File: config.mk
export PLATFORM = sky130hd
export DESIGN_NAME = clkbuf_branch_sequencer
export DESIGN_NICKNAME = d
export VERILOG_FILES = /design/src/rtl/clkbuf_branch_sequencer.sv
export SDC_FILE = /design/constraint.sdc
export NUM_CORES = 1
export LEC_CHECK = 0
export ABC_AREA = 1
export BUFFER_PORTS_ARGS = -buffer_cell sky130_fd_sc_hd__clkbuf_2
export CORE_ASPECT_RATIO = 1.5
export CORE_MARGIN = 2
export CORE_UTILIZATION = 51
export CTS_CLUSTER_DIAMETER = 30
export DETAILED_ROUTE_END_ITERATION = 10
export PLACE_DENSITY = 0.8
export SLEW_MARGIN = 20
export SYNTH_ARGS = -nofsm -noshare
export SYNTH_HDL_FRONTEND = slang
export SYNTH_SLANG_ARGS = --single-unit
File: constraint.sdc
create_clock -name CLK -period 1.65 [get_ports CLK]
set_clock_uncertainty 0.2 [all_clocks]
set_input_delay 0.33 -clock CLK [delete_from_list [all_inputs] [get_ports CLK]]
set_output_delay 0.33 -clock CLK [all_outputs]
set_load 0.02 [all_outputs]
File: src/rtl/clkbuf_branch_sequencer.sv
// Staggered enable sequencer for N gated clock-buffer branches.
// Ports: CLK/RN clock and async reset, REQ/ACK level handshake,
//   MASK branch exclusion (captured on wake), EN gate enables,
//   BUSY high while ramping. All outputs come straight from flops.
module clkbuf_branch_sequencer #(
  parameter int N_BRANCH = 4,
  parameter int STAGGER  = 3,
  parameter int CNT_W    = 4
) (
  input  logic                CLK,
  input  logic                RN,
  input  logic                REQ,
  input  logic [N_BRANCH-1:0] MASK,
  output logic [N_BRANCH-1:0] EN,
  output logic                ACK,
  output logic                BUSY
);

  localparam int PTR_W = $clog2(N_BRANCH + 1);

  localparam logic [PTR_W-1:0] PTR_MAX  = PTR_W'(N_BRANCH);
  localparam logic [CNT_W-1:0] CNT_LOAD = CNT_W'(STAGGER - 1);

  localparam logic [1:0] S_OFF = 2'd0;
  localparam logic [1:0] S_UP  = 2'd1;
  localparam logic [1:0] S_ON  = 2'd2;
  localparam logic [1:0] S_DN  = 2'd3;

  logic [1:0]          state_q, state_d;
  logic [PTR_W-1:0]    ptr_q, ptr_d;
  logic [CNT_W-1:0]    cnt_q, cnt_d;
  logic [N_BRANCH-1:0] raw_q, raw_d;
  logic [N_BRANCH-1:0] mask_q, mask_d;
  logic [N_BRANCH-1:0] en_q, en_d;
  logic                ack_q, ack_d;
  logic                busy_q, busy_d;

  logic                do_up;
  logic                do_dn;
  logic                cnt_nz;
  logic [N_BRANCH-1:0] set_m;
  logic [N_BRANCH-1:0] clr_m;

  assign cnt_nz = (cnt_q != '0);

  // Branch selected by an up-step is ptr, by a down-step ptr-1.
  always_comb begin
    set_m = '0;
    clr_m = '0;
    for (int i = 0; i < N_BRANCH; i++) begin
      set_m[i] = (PTR_W'(i) == ptr_q);
      clr_m[i] = (PTR_W'(i + 1) == ptr_q);
    end
  end

  always_comb begin
    state_d = state_q;
    ptr_d   = ptr_q;
    cnt_d   = cnt_q;
    raw_d   = raw_q;
    mask_d  = mask_q;
    ack_d   = ack_q;
    do_up   = 1'b0;
    do_dn   = 1'b0;

    unique case (state_q)
      S_OFF: begin
        if (REQ) begin
          state_d = S_UP;
          mask_d  = MASK;
          do_up   = 1'b1;
        end
      end
      S_UP: begin
        // A reversal takes no step; the running stagger
        // interval is honoured before the first down-step.
        if (!REQ) begin
          state_d = S_DN;
          if (cnt_nz) cnt_d = cnt_q - 1'b1;
        end else if (cnt_nz) begin
          cnt_d = cnt_q - 1'b1;
        end else if (ptr_q != PTR_MAX) begin
          do_up = 1'b1;
        end else begin
          state_d = S_ON;
          ack_d   = 1'b1;
        end
      end
      S_ON: begin
        if (!REQ) begin
          state_d = S_DN;
          do_dn   = 1'b1;
        end
      end
      S_DN: begin
        if (REQ) begin
          state_d = S_UP;
          if (cnt_nz) cnt_d = cnt_q - 1'b1;
        end else if (cnt_nz) begin
          cnt_d = cnt_q - 1'b1;
        end else if (ptr_q != '0) begin
          do_dn = 1'b1;
        end else begin
          state_d = S_OFF;
          ack_d   = 1'b0;
        end
      end
      default: begin
        state_d = S_OFF;
      end
    endcase

    if (do_up) begin
      raw_d = raw_q | set_m;
      ptr_d = ptr_q + 1'b1;
      cnt_d = CNT_LOAD;
    end
    if (do_dn) begin
      raw_d = raw_q & ~clr_m;
      ptr_d = ptr_q - 1'b1;
      cnt_d = CNT_LOAD;
    end
  end

  assign en_d   = raw_d & ~mask_d;
  assign busy_d = (state_d == S_UP) || (state_d == S_DN);

  always_ff @(posedge CLK or negedge RN) begin
    if (!RN) begin
      state_q <= S_OFF;
      ptr_q   <= '0;
      cnt_q   <= '0;
      raw_q   <= '0;
      mask_q  <= '0;
      en_q    <= '0;
      ack_q   <= 1'b0;
      busy_q  <= 1'b0;
    end else begin
      state_q <= state_d;
      ptr_q   <= ptr_d;
      cnt_q   <= cnt_d;
      raw_q   <= raw_d;
      mask_q  <= mask_d;
      en_q    <= en_d;
      ack_q   <= ack_d;
      busy_q  <= busy_d;
    end
  end

  assign EN   = en_q;
  assign ACK  = ack_q;
  assign BUSY = busy_q;

endmodule
## Word-level counts from Yosys, hierarchy flattened

Cells that the tools add are included.
W data, S select, Z words.

- Register bits: 23
- Output and inout port bits: 6

- Add/subtract/negate cells: 3
- Equality and inequality tests: 16
- Multiplexer cells: 36
- Bitwise gates (word level): 5
- Reduce and logical (&&, ||, !) cells: 12

Operator list:

| operator | number |
|---|---|
| $mux W4 | 8 |
| $mux W2 | 8 |
| $mux W1 | 14 |
| $ne A2 B2 Y1 const B | 6 |
| $reduce_bool A3 Y1 | 3 |
| $and A4 B4 Y4 | 2 |
| $not A4 Y4 | 2 |
| $pmux W2 S4 | 1 |
| $reduce_and A7 Y1 | 1 |
| $eq A2 B2 Y1 const B | 3 |
| $eq A2 B3 Y1 const A | 2 |
| $mux W3 | 2 |
| $pmux W1 S2 | 3 |
| $eq A2 B1 Y1 const B | 2 |
| $or A4 B4 Y4 | 1 |
| $reduce_bool A2 Y1 | 2 |
| $reduce_bool A4 Y1 | 1 |
| $sub A4 B1 Y4 const B | 1 |
| $add A3 B1 Y3 const B | 1 |
| $eq A1 B3 Y1 const A | 1 |
| $eq A3 B3 Y1 const A | 1 |
| $logic_not A3 Y1 | 1 |
| $ne A3 B3 Y1 const B | 1 |
| $sub A3 B1 Y3 const B | 1 |
| 4 further kinds | 4 |

## Logic depth before layout (Yosys ltp)

Gate-level depths: netlist (run 1).

- Depth in word-level cells: 8
- Depth in mapped cells: 10

## Worst setup path after synthesis (run 1)

Ideal clock, no wire load.

- Path type: register -> register
- Start point: register ptr_q[0]
- End point: register ptr_q[2]
- Setup time: 0.117 ns
- Arrival: 1.270 ns
- Required time: 1.333 ns
- Setup slack: 0.063 ns
- Cell stages (with the launch flop): 11
- Cells stage by stage: dfrtp_1 -> inv_1 -> ha_1 -> nand2_1 -> nand2_1 -> nand2_2 -> nand3_2 -> nand2_4 -> inv_2 -> nand2_1 -> nand2_1

- Word-level cells in the longest chain between the ends: 6
- Elaborated cells on any way between the ends: 15
- Those cells by class: add/sub: 2; eq/ne: 1; mux: 10; reduce/logical: 2

RTL lines:

| item | line | source |
|---|---|---|
| from (decl) | 30 | `logic [PTR_W-1:0] ptr_q, ptr_d;` |
| from (signal assigned) | 140 | `ptr_q <= ptr_d;` |
| $ne A3 B3 Y1 or $reduce_bool A3 Y1 (tied branches) | 82, 101 |  |
| $mux W1, on equally long branches | 82, 101 |  |
| $mux W1, on equally long branches | 80, 99 |  |
| $mux W1, on equally long branches | 77, 96 |  |
| $pmux W1 S2 | 66 | `unique case (state_q)` |
| $reduce_bool A2 Y1 (no line) or $mux W3 (tied branches) | n/a |  |

Several ways; a longest one is shown, not always the timed one. The select of a mux whose other input is x is not followed.
A chain may end at the register's enable or synchronous reset.

## Final worst setup path (run 1)

- Start point: register ptr_q[0]
- End point: register en_q[2], in the netlist EN[2]

- Word-level cells in the longest chain between the ends: 8
- Elaborated cells on any way between the ends: 18
- Those cells by class: eq/ne: 3; mux: 10; bitwise: 4; reduce/logical: 1

RTL lines:

| item | line | source |
|---|---|---|
| $ne A3 B3 Y1 | 82 | `end else if (ptr_q != PTR_MAX) begin` |
| $mux W1 | 82 |  |
| $mux W1 | 80 | `end else if (cnt_nz) begin` |
| $mux W1 | 77 | `if (!REQ) begin` |
| $pmux W1 S2 | 66 |  |
| $mux W4 | 113 | `if (do_up) begin` |
| $mux W4 (*) | 118 | `if (do_dn) begin` |
| $and A4 B4 Y4 (*) | 125 | `assign en_d = raw_d & ~mask_d;` |
| via en_d[2] | 34 | `logic [N_BRANCH-1:0] en_q, en_d;` |
| to (signal assigned) | 144 | `en_q <= en_d;` |
| to (decl) | 34 |  |

Mark *: on every way through the listed nets, which the timed path passes. The rest lies on a longest branch.

==> results.sh, run 1 <==
export IMPL_status="completed"
export IMPL_worst_endpoint_required_ns=1.70
export IMPL_slew_limit_headroom=0.631
export IMPL_cp_slowest_stage_delay_ns=0.40
export IMPL_yosys_warnings=0
export IMPL_num_rows=22
export IMPL_avgSynthCellArea_um2=8.42
export IMPL_finalHoldViolCount=0
export IMPL_io_buffers=12
export IMPL_area_growth_pct=22.2
export IMPL_die_area_um2=2900
export IMPL_worst_path_buf_inv=3
export IMPL_cpMostUsedCell="inv_1"
export IMPL_drcViolationCount=0
export IMPL_critPathArrivalTime_ns=1.67
export IMPL_p_leak_nw=0.818
export IMPL_syn_nets=164
export IMPL_power_density_nw_per_um2=2070
export IMPL_fp_dieH_um=64.9
export IMPL_r2r_slack_ns=0.03
export IMPL_fin_crit_sh=0.982
export IMPL_netlist_instances=150
export IMPL_drv_slew=0
export IMPL_crit_type="register to register"
export IMPL_slowest_stage="dfrtp_1"
export IMPL_synth_seq_area_share=0.436
export IMPL_grt_overflow=0
export IMPL_hpwl_mm=1.94
export IMPL_grt_pass1_vias=1117
export IMPL_grt_use_total=0.208
export IMPL_finalSetupViolations=0
export IMPL_antenna_found_initial=0
export IMPL_vias=1099
export IMPL_rsz0062_at_grt="yes"
export IMPL_finalWirelength_mm=2.73
export IMPL_vdd_ir_drop_worst_uv=1100
export IMPL_drv_cap=0
export IMPL_endpoint_kind="register"
export IMPL_syn_area_um2=1260
export IMPL_wl_per_cell_um=13.5
export IMPL_cts_clk_slew_worst_paths_ns=0.12
export IMPL_coreArea_um2=2390
export IMPL_place_congestion=0.904
export IMPL_synth_cell_types=21
export IMPL_initial_core_util=0.527
export IMPL_totalNegativeSetupSlack_ns=0
export IMPL_clock_root_buffer="clkbuf_4"
export IMPL_ant_nets=0
export IMPL_synth_seq_cells=22
export IMPL_drtIter0Drc=36
export IMPL_clockBufferDepth=2
export IMPL_die_x_um=44.6
export IMPL_crit_family="flip-flops"
export IMPL_final_cells=202
export IMPL_viasPerCell=5.44
export IMPL_clkSinkCount=22
export IMPL_grt_pass1_wl_mm=4.43
export IMPL_first_pass_iters=4
export IMPL_placedCellCount=189
export IMPL_final_net_count=193
export IMPL_worst_pin_slew_ns=0.553
export IMPL_drive_gt1_frac=0.337
export IMPL_antenna_cells=0
export IMPL_period_minus_slack_ns=1.62
export IMPL_grt_max_degree=23
export IMPL_start_kind="register"
export IMPL_clk_latency_ns=0.31
export IMPL_fmax_ghz=0.617
export IMPL_cts_tree="yes"
export IMPL_crit_fanout=3
export IMPL_worstPathCellList="inv_1, buf_4, ha_1, inv_1, nor2_1, nand4_1, a21oi_2"
export IMPL_htree_levels=1
export IMPL_hold_path_class="primary input to register"
export IMPL_io_pins=13
export IMPL_cts_buffers=3
## worst reg2reg max path: stages (launching register included)
cell,delay [ns]
dfrtp_1,0.40
inv_1,0.12
buf_4,0.15
ha_1,0.14
inv_1,0.04
nor2_1,0.14
nand4_1,0.19
a21oi_2,0.17
## cell type report
cell class              count  area [um2]
inverters                  19        73.8
clock buffers               4        36.3
fillers                   194         852
multi-input cells         107         658
repair buffers             26         193
flip-flops and latches     22         552
well taps                  24        30.0
## power breakdown
group	switching, mW	leakage (nW)	internal [mW]	total, mW
registers	0.174	0.269	0.799	0.974
clock network	0.165	0.0210	0.135	0.300
logic	1.12	0.528	0.806	1.92
total	1.45	0.818	1.74	3.20
## registers in the layout, indices dropped and copies added, names as in the netlist
signal and cells:
EN 4, cnt_q 4, raw_q 4, BUSY 1, mask_q 4, ACK 1, ptr_q 3, state_q 1
## routing by layer
metal,GRT usage,vias up,share of wire
li1,-,538,-
met1,0.201,534,0.41
met2,0.386,16,0.54
met3,0.0362,11,0.021
met4,0.117,0,0.033
met5,0,-,0
## synthesized netlist by cell type (all sizes together)
cell | instances | area share
inv | 19 | 0.058
nand2 | 53 | 0.19
o21ai | 5 | 0.020
nand4 | 5 | 0.025
o21bai | 1 | 0.0059
or2 | 1 | 0.0050
nor2 | 8 | 0.036
ha | 7 | 0.069
xnor2 | 1 | 0.0069
dfrtp | 22 | 0.44
a21oi | 6 | 0.036
nand3 | 19 | 0.087
nor3 | 1 | 0.0040
buf | 2 | 0.018
## layout by cell type (no fill, tap or decap)
master         instances
clkbuf_4               3
a21oi_1                2
nor2_1                 6
nand3_2                1
dfrtp_1               21
xnor2_1                1
o21ai_0                4
inv_2                  7
nand3_1               16
nand4_1                5
a21oi_2                4
buf_12                 2
nand2_4                4
o21bai_1               1
inv_1                 11
dlygate4sd3_1          1
o21ai_1                1
inv_4                  1
nand2_1               42
dfrtp_2                1
or2_0                  1
nor2_4                 2
nor3_1                 1
nand2_2                7
buf_4                 11
clkbuf_2              12
nand3_4                2
clkbuf_8               1
ha_1                   5
ha_4                   2
## logic make-up (layout without fill, tap and decap cells)
family	Yosys count	after routing	share of synthesized area
flops	22	22	0.436
buf+inv	21	49	0.0763
xor+xnor	1	1	0.00694
fa+ha+maj	7	7	0.0694
simple gates	87	87	0.350
compound gates	12	12	0.0614
## what timing repair did
item,4_1_cts,5_1_grt
setup endpoints to repair,4,18
setup buffers,4,4
endpoints found under the hold margin,22,0
gates cloned,0,0
hold buffers,1,0
resized for setup,2,10
pin swaps,1,3
## stage by stage
| step | hold WS [ns] | setup slack, ns | utilization | total power [mW] | cell area, um2 |
|---|---|---|---|---|---|
| after floorplan | -0.166 | 0.0631 | - | 2.10 | 1260 |
| after global placement | 0.130 | -0.0198 | 0.571 | 2.39 | 1370 |
| after detailed placement | 0.145 | -0.0390 | 0.571 | 2.49 | 1370 |
| after CTS | 0.0699 | 0.00466 | 0.615 | 2.97 | 1470 |
| after global routing | 0.0654 | -0.0700 | 0.644 | 3.45 | 1540 |
| final | 0.0755 | 0.0298 | 0.644 | 3.20 | 1540 |
## path summary, 6_finish.rpt
| check | start | to | cells past startpoint |
|---|---|---|---|
| setup reg to reg | ptr_q[0] | EN[2] | 7 |
| min in group asynchronous | RN | cnt_q[0] | 2 |
| hold reg to reg | mask_q[1] | mask_q[1] | 2 |
| setup / recovery | ptr_q[0] | EN[2] | 7 |
| max in group asynchronous | RN | BUSY | 2 |
| hold / removal | MASK[0] | mask_q[0] | 3 |
No activity file was read; power rests on OpenSTA's default activity.
==> run 2: changes to the inputs <==
Settings changed: CORE_UTILIZATION 51 to 55, PLACE_DENSITY 0.8 to 0.82.
Clock period 1.65 ns to 1.82 ns, I/O delays scaled along.
==> run 2 against run 1 <==
  * Register-to-register slack gained 0.06 ns
  * Fmax fell by 6.2%
  * Via count shrank 5.6%
  * Critical path depth unchanged
  * Clock power increased by 25%
  * Non-clock buffer count is 7 lower
  * Core utilization is 0.77 points higher
  * Worst hold slack improved by 0.022 ns
  * Clock-buffer cell count down 1
  * Highest routed layer unchanged
==> results.sh, run 2 (synthesis results as in run 1) <==
export IMPL_endpoint_kind="register"
export IMPL_period_minus_slack_ns=1.73
export IMPL_initial_core_util=0.572
export IMPL_grt_pass1_wl_mm=4.11
export IMPL_die_area_um2=2700
export IMPL_grt_pass1_vias=1039
export IMPL_die_x_um=43.1
export IMPL_power_density_nw_per_um2=1840
export IMPL_io_pins=13
export IMPL_layout_common_cells="nand2_1 (43), dfrtp_1 (22), nand3_1 (16)"
export IMPL_status="completed"
export IMPL_cp_slowest_stage_delay_ns=0.41
export IMPL_final_common_cell="nand2_1"
export IMPL_htree_levels=1
export IMPL_rr_startpoint="cnt_q[0]"
export IMPL_hpwl_mm=1.84
export IMPL_ant_nets=0
export IMPL_drv_slew=0
export IMPL_fmax_ghz=0.579
export IMPL_viasPerCell=5.35
export IMPL_finalSetupViolations=0
export IMPL_rr_worst_depth=7
export IMPL_critPathArrivalTime_ns=1.78
export IMPL_fp_dieH_um=62.7
export IMPL_worstHoldEndpoint="mask_q[3]"
export IMPL_grt_use_total=0.190
export IMPL_worst_endpoint_required_ns=1.87
export IMPL_drcViolationCount=0
export IMPL_slowest_stage="dfrtp_1"
export IMPL_io_buffers=12
export IMPL_start_kind="register"
export IMPL_vias=1037
export IMPL_wl_per_cell_um=12.2
export IMPL_cts_clk_slew_worst_paths_ns=0.13
export IMPL_drtIter0Drc=34
export IMPL_slew_limit_headroom=0.644
export IMPL_cts_tree="yes"
export IMPL_grt_max_degree=23
export IMPL_grt_overflow=0
export IMPL_finalWirelength_mm=2.37
export IMPL_fin_crit_sh=0.949
export IMPL_first_pass_iters=4
export IMPL_worstPathCellList="inv_1, ha_1, nand3_2, nand2_4, buf_4, nand4_1, a21oi_2"
export IMPL_crit_type="register to register"
export IMPL_p_leak_nw=0.782
export IMPL_clockBufferDepth=2
export IMPL_fin_ws_ns=0.0927
export IMPL_stdcell_area_um2=1440
export IMPL_r2r_slack_ns=0.09
export IMPL_holdCritStartpoint="MASK[3]"
export IMPL_vdd_ir_drop_worst_uv=1030
export IMPL_r2r_end="EN[1]"
export IMPL_clock_root_buffer="clkbuf_4"
export IMPL_hold_path_class="primary input to register"
export IMPL_antenna_found_initial=0
export IMPL_num_rows=21
export IMPL_place_area_um2=1340
export IMPL_crit_fanout=10
export IMPL_worst_pin_slew_ns=0.534
export IMPL_area_growth_pct=14.0
export IMPL_place_ws_ns=0.0408
export IMPL_fill_cells=193
export IMPL_fin_util=0.652
export IMPL_drv_cap=0
export IMPL_coreArea_um2=2210
export IMPL_hold_depth=3
export IMPL_final_net_count=186
export IMPL_antenna_cells=0
export IMPL_layout_area_seq_um2=551
export IMPL_clkSinkCount=22
export IMPL_multi_input_area_um2=618
export IMPL_clk_latency_ns=0.31
export IMPL_place_congestion=0.844
export IMPL_finalHoldViolCount=0
export IMPL_cts_buffers=3
export IMPL_drive_gt1_frac=0.281
## run 2: cell count changes in the layout (fill, tap and decap cells not counted), moves of 2 or more
cell / previous run / this run
buf_4: 11 / 6
buf_12: 2 / 0
ha_4: 2 / 0
inv_1: 11 / 13
inv_2: 7 / 5
nand3_2: 1 / 3
nand3_4: 2 / 0
## run 2: worst max-delay path by stage
stage                        start        to  slack, ns  cells after the start
after floorplan           ptr_q[0]  ptr_q[2]       0.23                     10
after global placement    ptr_q[0]  ptr_q[2]       0.08                     10
after detailed placement  ptr_q[0]  ptr_q[2]       0.04                     10
after CTS                 ptr_q[0]  ptr_q[2]       0.03                     10
after global routing      ptr_q[1]  ptr_q[2]     -0.004                     10
final                     cnt_q[0]     EN[1]       0.09                      7
## run 2: timing repair
action                                 in CTS  in global routing
endpoints found under the hold margin      22                  0
gates resized for setup                     0                  2
setup endpoints to repair                   0                  5
setup buffers                               0                  5
hold buffers                                1                  0
## run 2: per-stage QoR
step	setup TNS [ns]	hold slack [ns]	std cells	power, mW
floorplan	0	-0.132	150	1.90
global placement	0	0.162	184	2.09
detailed placement	0	0.167	184	2.18
CTS	0	0.104	189	2.55
global route	-0.00832	0.105	194	2.87
finish	0	0.0975	194	2.65
## run 2: layer usage
metal  routed length [um]  track usage
met3                   76       0.0318
met2                 1310        0.351
met1                  964        0.214
met4                   17       0.0568
met5                    0            0
## run 2: report_power, final
part           internal, mW  switching [mW]
Sequential            0.722           0.156
Clock                 0.223           0.152
Combinational         0.517           0.876
Total                  1.46            1.18
## run 2: area by class of cell
type / instances / area share
Timing Repair Buffer: 19 / 0.0800
Sequential cell: 22 / 0.383
Clock buffer: 3 / 0.0157
Multi-Input combinational cell: 107 / 0.430
Clock inverter: 1 / 0.0209
Inverter: 19 / 0.0513
Tap cell: 23 / 0.0200
## run 2: critical path, delay by kind of cell (launching register included)
| kind | cells | cell delay [ns] |
|---|---|---|
| simple gates | 3 | 0.44 |
| buf+inv | 2 | 0.23 |
| flops | 1 | 0.41 |
| compound gates | 1 | 0.18 |
| fa+ha+maj | 1 | 0.21 |
==> run 3: changes to the inputs <==
Settings changed: BUFFER_PORTS_ARGS -buffer_cell sky130_fd_sc_hd__clkbuf_2 to default, DONT_BUFFER_PORTS from default to 1, PLACE_DENSITY 0.82 to 0.77.
==> run 3 against run 2 <==
  * Global-route usage is 0.16 points lower
  * Non-clock buffer count is 14 lower
  * Register-to-register slack about the same
  * Critical path type unchanged
  * Largest power group unchanged
==> results.sh, run 3 (synthesis results as in run 1) <==
export IMPL_final_net_count=173
export IMPL_finalWirelength_mm=2.51
export IMPL_grt_overflow=0
export IMPL_crit_family="flip-flops"
export IMPL_clockBufferDepth=2
export IMPL_hold_depth=2
export IMPL_drv_cap=0
export IMPL_cts_clk_slew_worst_paths_ns=0.12
export IMPL_grt_pass1_vias=955
export IMPL_grt_max_degree=23
export IMPL_endpoint_kind="register"
export IMPL_htree_levels=1
export IMPL_slew_limit_headroom=0.353
export IMPL_power_density_nw_per_um2=1830
export IMPL_crit_type="register to register"
export IMPL_die_x_um=43.1
export IMPL_drv_slew=0
export IMPL_drive_gt1_frac=0.228
export IMPL_grt_pass1_wl_mm=3.94
export IMPL_placedCellCount=171
export IMPL_io_buffers=0
export IMPL_hpwl_mm=1.84
export IMPL_viasPerCell=5.46
export IMPL_initial_core_util=0.572
export IMPL_antenna_cells=0
export IMPL_place_congestion=0.879
export IMPL_final_common_cell="nand2_1"
export IMPL_clkSinkCount=22
export IMPL_fin_util=0.618
export IMPL_fill_cells=185
export IMPL_status="completed"
export IMPL_hold_path_class="primary input to register"
export IMPL_fin_crit_sh=0.945
export IMPL_fmax_ghz=0.581
export IMPL_crit_fanout=6
export IMPL_cts_tree="yes"
export IMPL_wl_per_cell_um=13.9
export IMPL_vdd_ir_drop_worst_uv=976
export IMPL_p_leak_nw=0.720
export IMPL_hold_ws_ns=0.00559
export IMPL_num_rows=21
export IMPL_finalSetupViolations=0
export IMPL_io_pins=13
export IMPL_drcViolationCount=0
export IMPL_start_kind="register"
export IMPL_layout_common_cells="nand2_1 (42), dfrtp_1 (22), nand3_1 (16)"
export IMPL_cts_buffers=3
export IMPL_rsz0062_at_grt="no"
export IMPL_finalHoldViolCount=0
export IMPL_stdcell_area_um2=1360
export IMPL_worst_path_buf_inv=2
export IMPL_cp_num_cells=7
export IMPL_ant_nets=0
export IMPL_clock_root_buffer="clkbuf_4"
export IMPL_period_minus_slack_ns=1.72
export IMPL_place_ws_ns=0.0150
export IMPL_antenna_found_initial=0
export IMPL_fp_dieH_um=62.7
export IMPL_place_area_um2=1270
export IMPL_p_total_mw=2.50
export IMPL_first_pass_iters=4
export IMPL_area_growth_pct=8.03
export IMPL_die_area_um2=2700
export IMPL_critPathArrivalTime_ns=1.76
export IMPL_drtIter0Drc=35
export IMPL_totalNegativeSetupSlack_ns=0
export IMPL_grt_use_total=0.189
export IMPL_fin_ws_ns=0.0998
export IMPL_worst_endpoint_required_ns=1.86
export IMPL_rr_worst_depth=7
export IMPL_coreArea_um2=2210
export IMPL_worst_pin_slew_ns=0.967
export IMPL_worstPathCellList="inv_1, ha_1, nand3_4, nand2_4, buf_4, nand4_1, a21oi_2"
export IMPL_cp_slowest_stage_delay_ns=0.41
export IMPL_slowest_stage="dfrtp_1"
export IMPL_final_cells=181
export IMPL_clk_latency_ns=0.31
export IMPL_vias=988
[run 3: final timing paths]
check | from | to | slack, ns
worst max-delay path | cnt_q[0] | EN[1] | 0.1
worst min-delay path | REQ | BUSY | 0.006
worst max register to register | cnt_q[0] | EN[1] | 0.1
worst min register to register | mask_q[0] | mask_q[0] | 0.29
max in group asynchronous | RN | ptr_q[1] | 0.39
min in group asynchronous | RN | BUSY | 0.44
[run 3: layout make-up]
cell class / instances / area [um2] / area share
flip-flops and latches: 22 / 551 / 0.404
well taps: 23 / 28.8 / 0.0211
multi-input cells: 108 / 634 / 0.465
clock buffers: 4 / 36.3 / 0.0266
inverters: 19 / 73.8 / 0.0541
repair buffers: 5 / 40.0 / 0.0294
[run 3: layer usage]
layer	GRT usage	vias up	wire length, um
met5	0	-	0
met4	0.0758	0	68
met3	0.0318	7	63
met2	0.366	15	1440
met1	0.185	469	944
li1	-	497	-
[run 3: where the power goes]
group          internal (mW)  total (mW)  switching [mW]  leakage, nW
Combinational          0.458        1.27           0.807        0.429
Clock                  0.122       0.267           0.145       0.0210
Sequential             0.723       0.968           0.245        0.270
[run 3: timing repair]
action                     in CTS  in global routing
hold endpoints to repair       22                  0
hold buffers                    1                  0
setup endpoints to repair       0                 11
setup buffers                   0                  4
gates resized for setup         0                  4
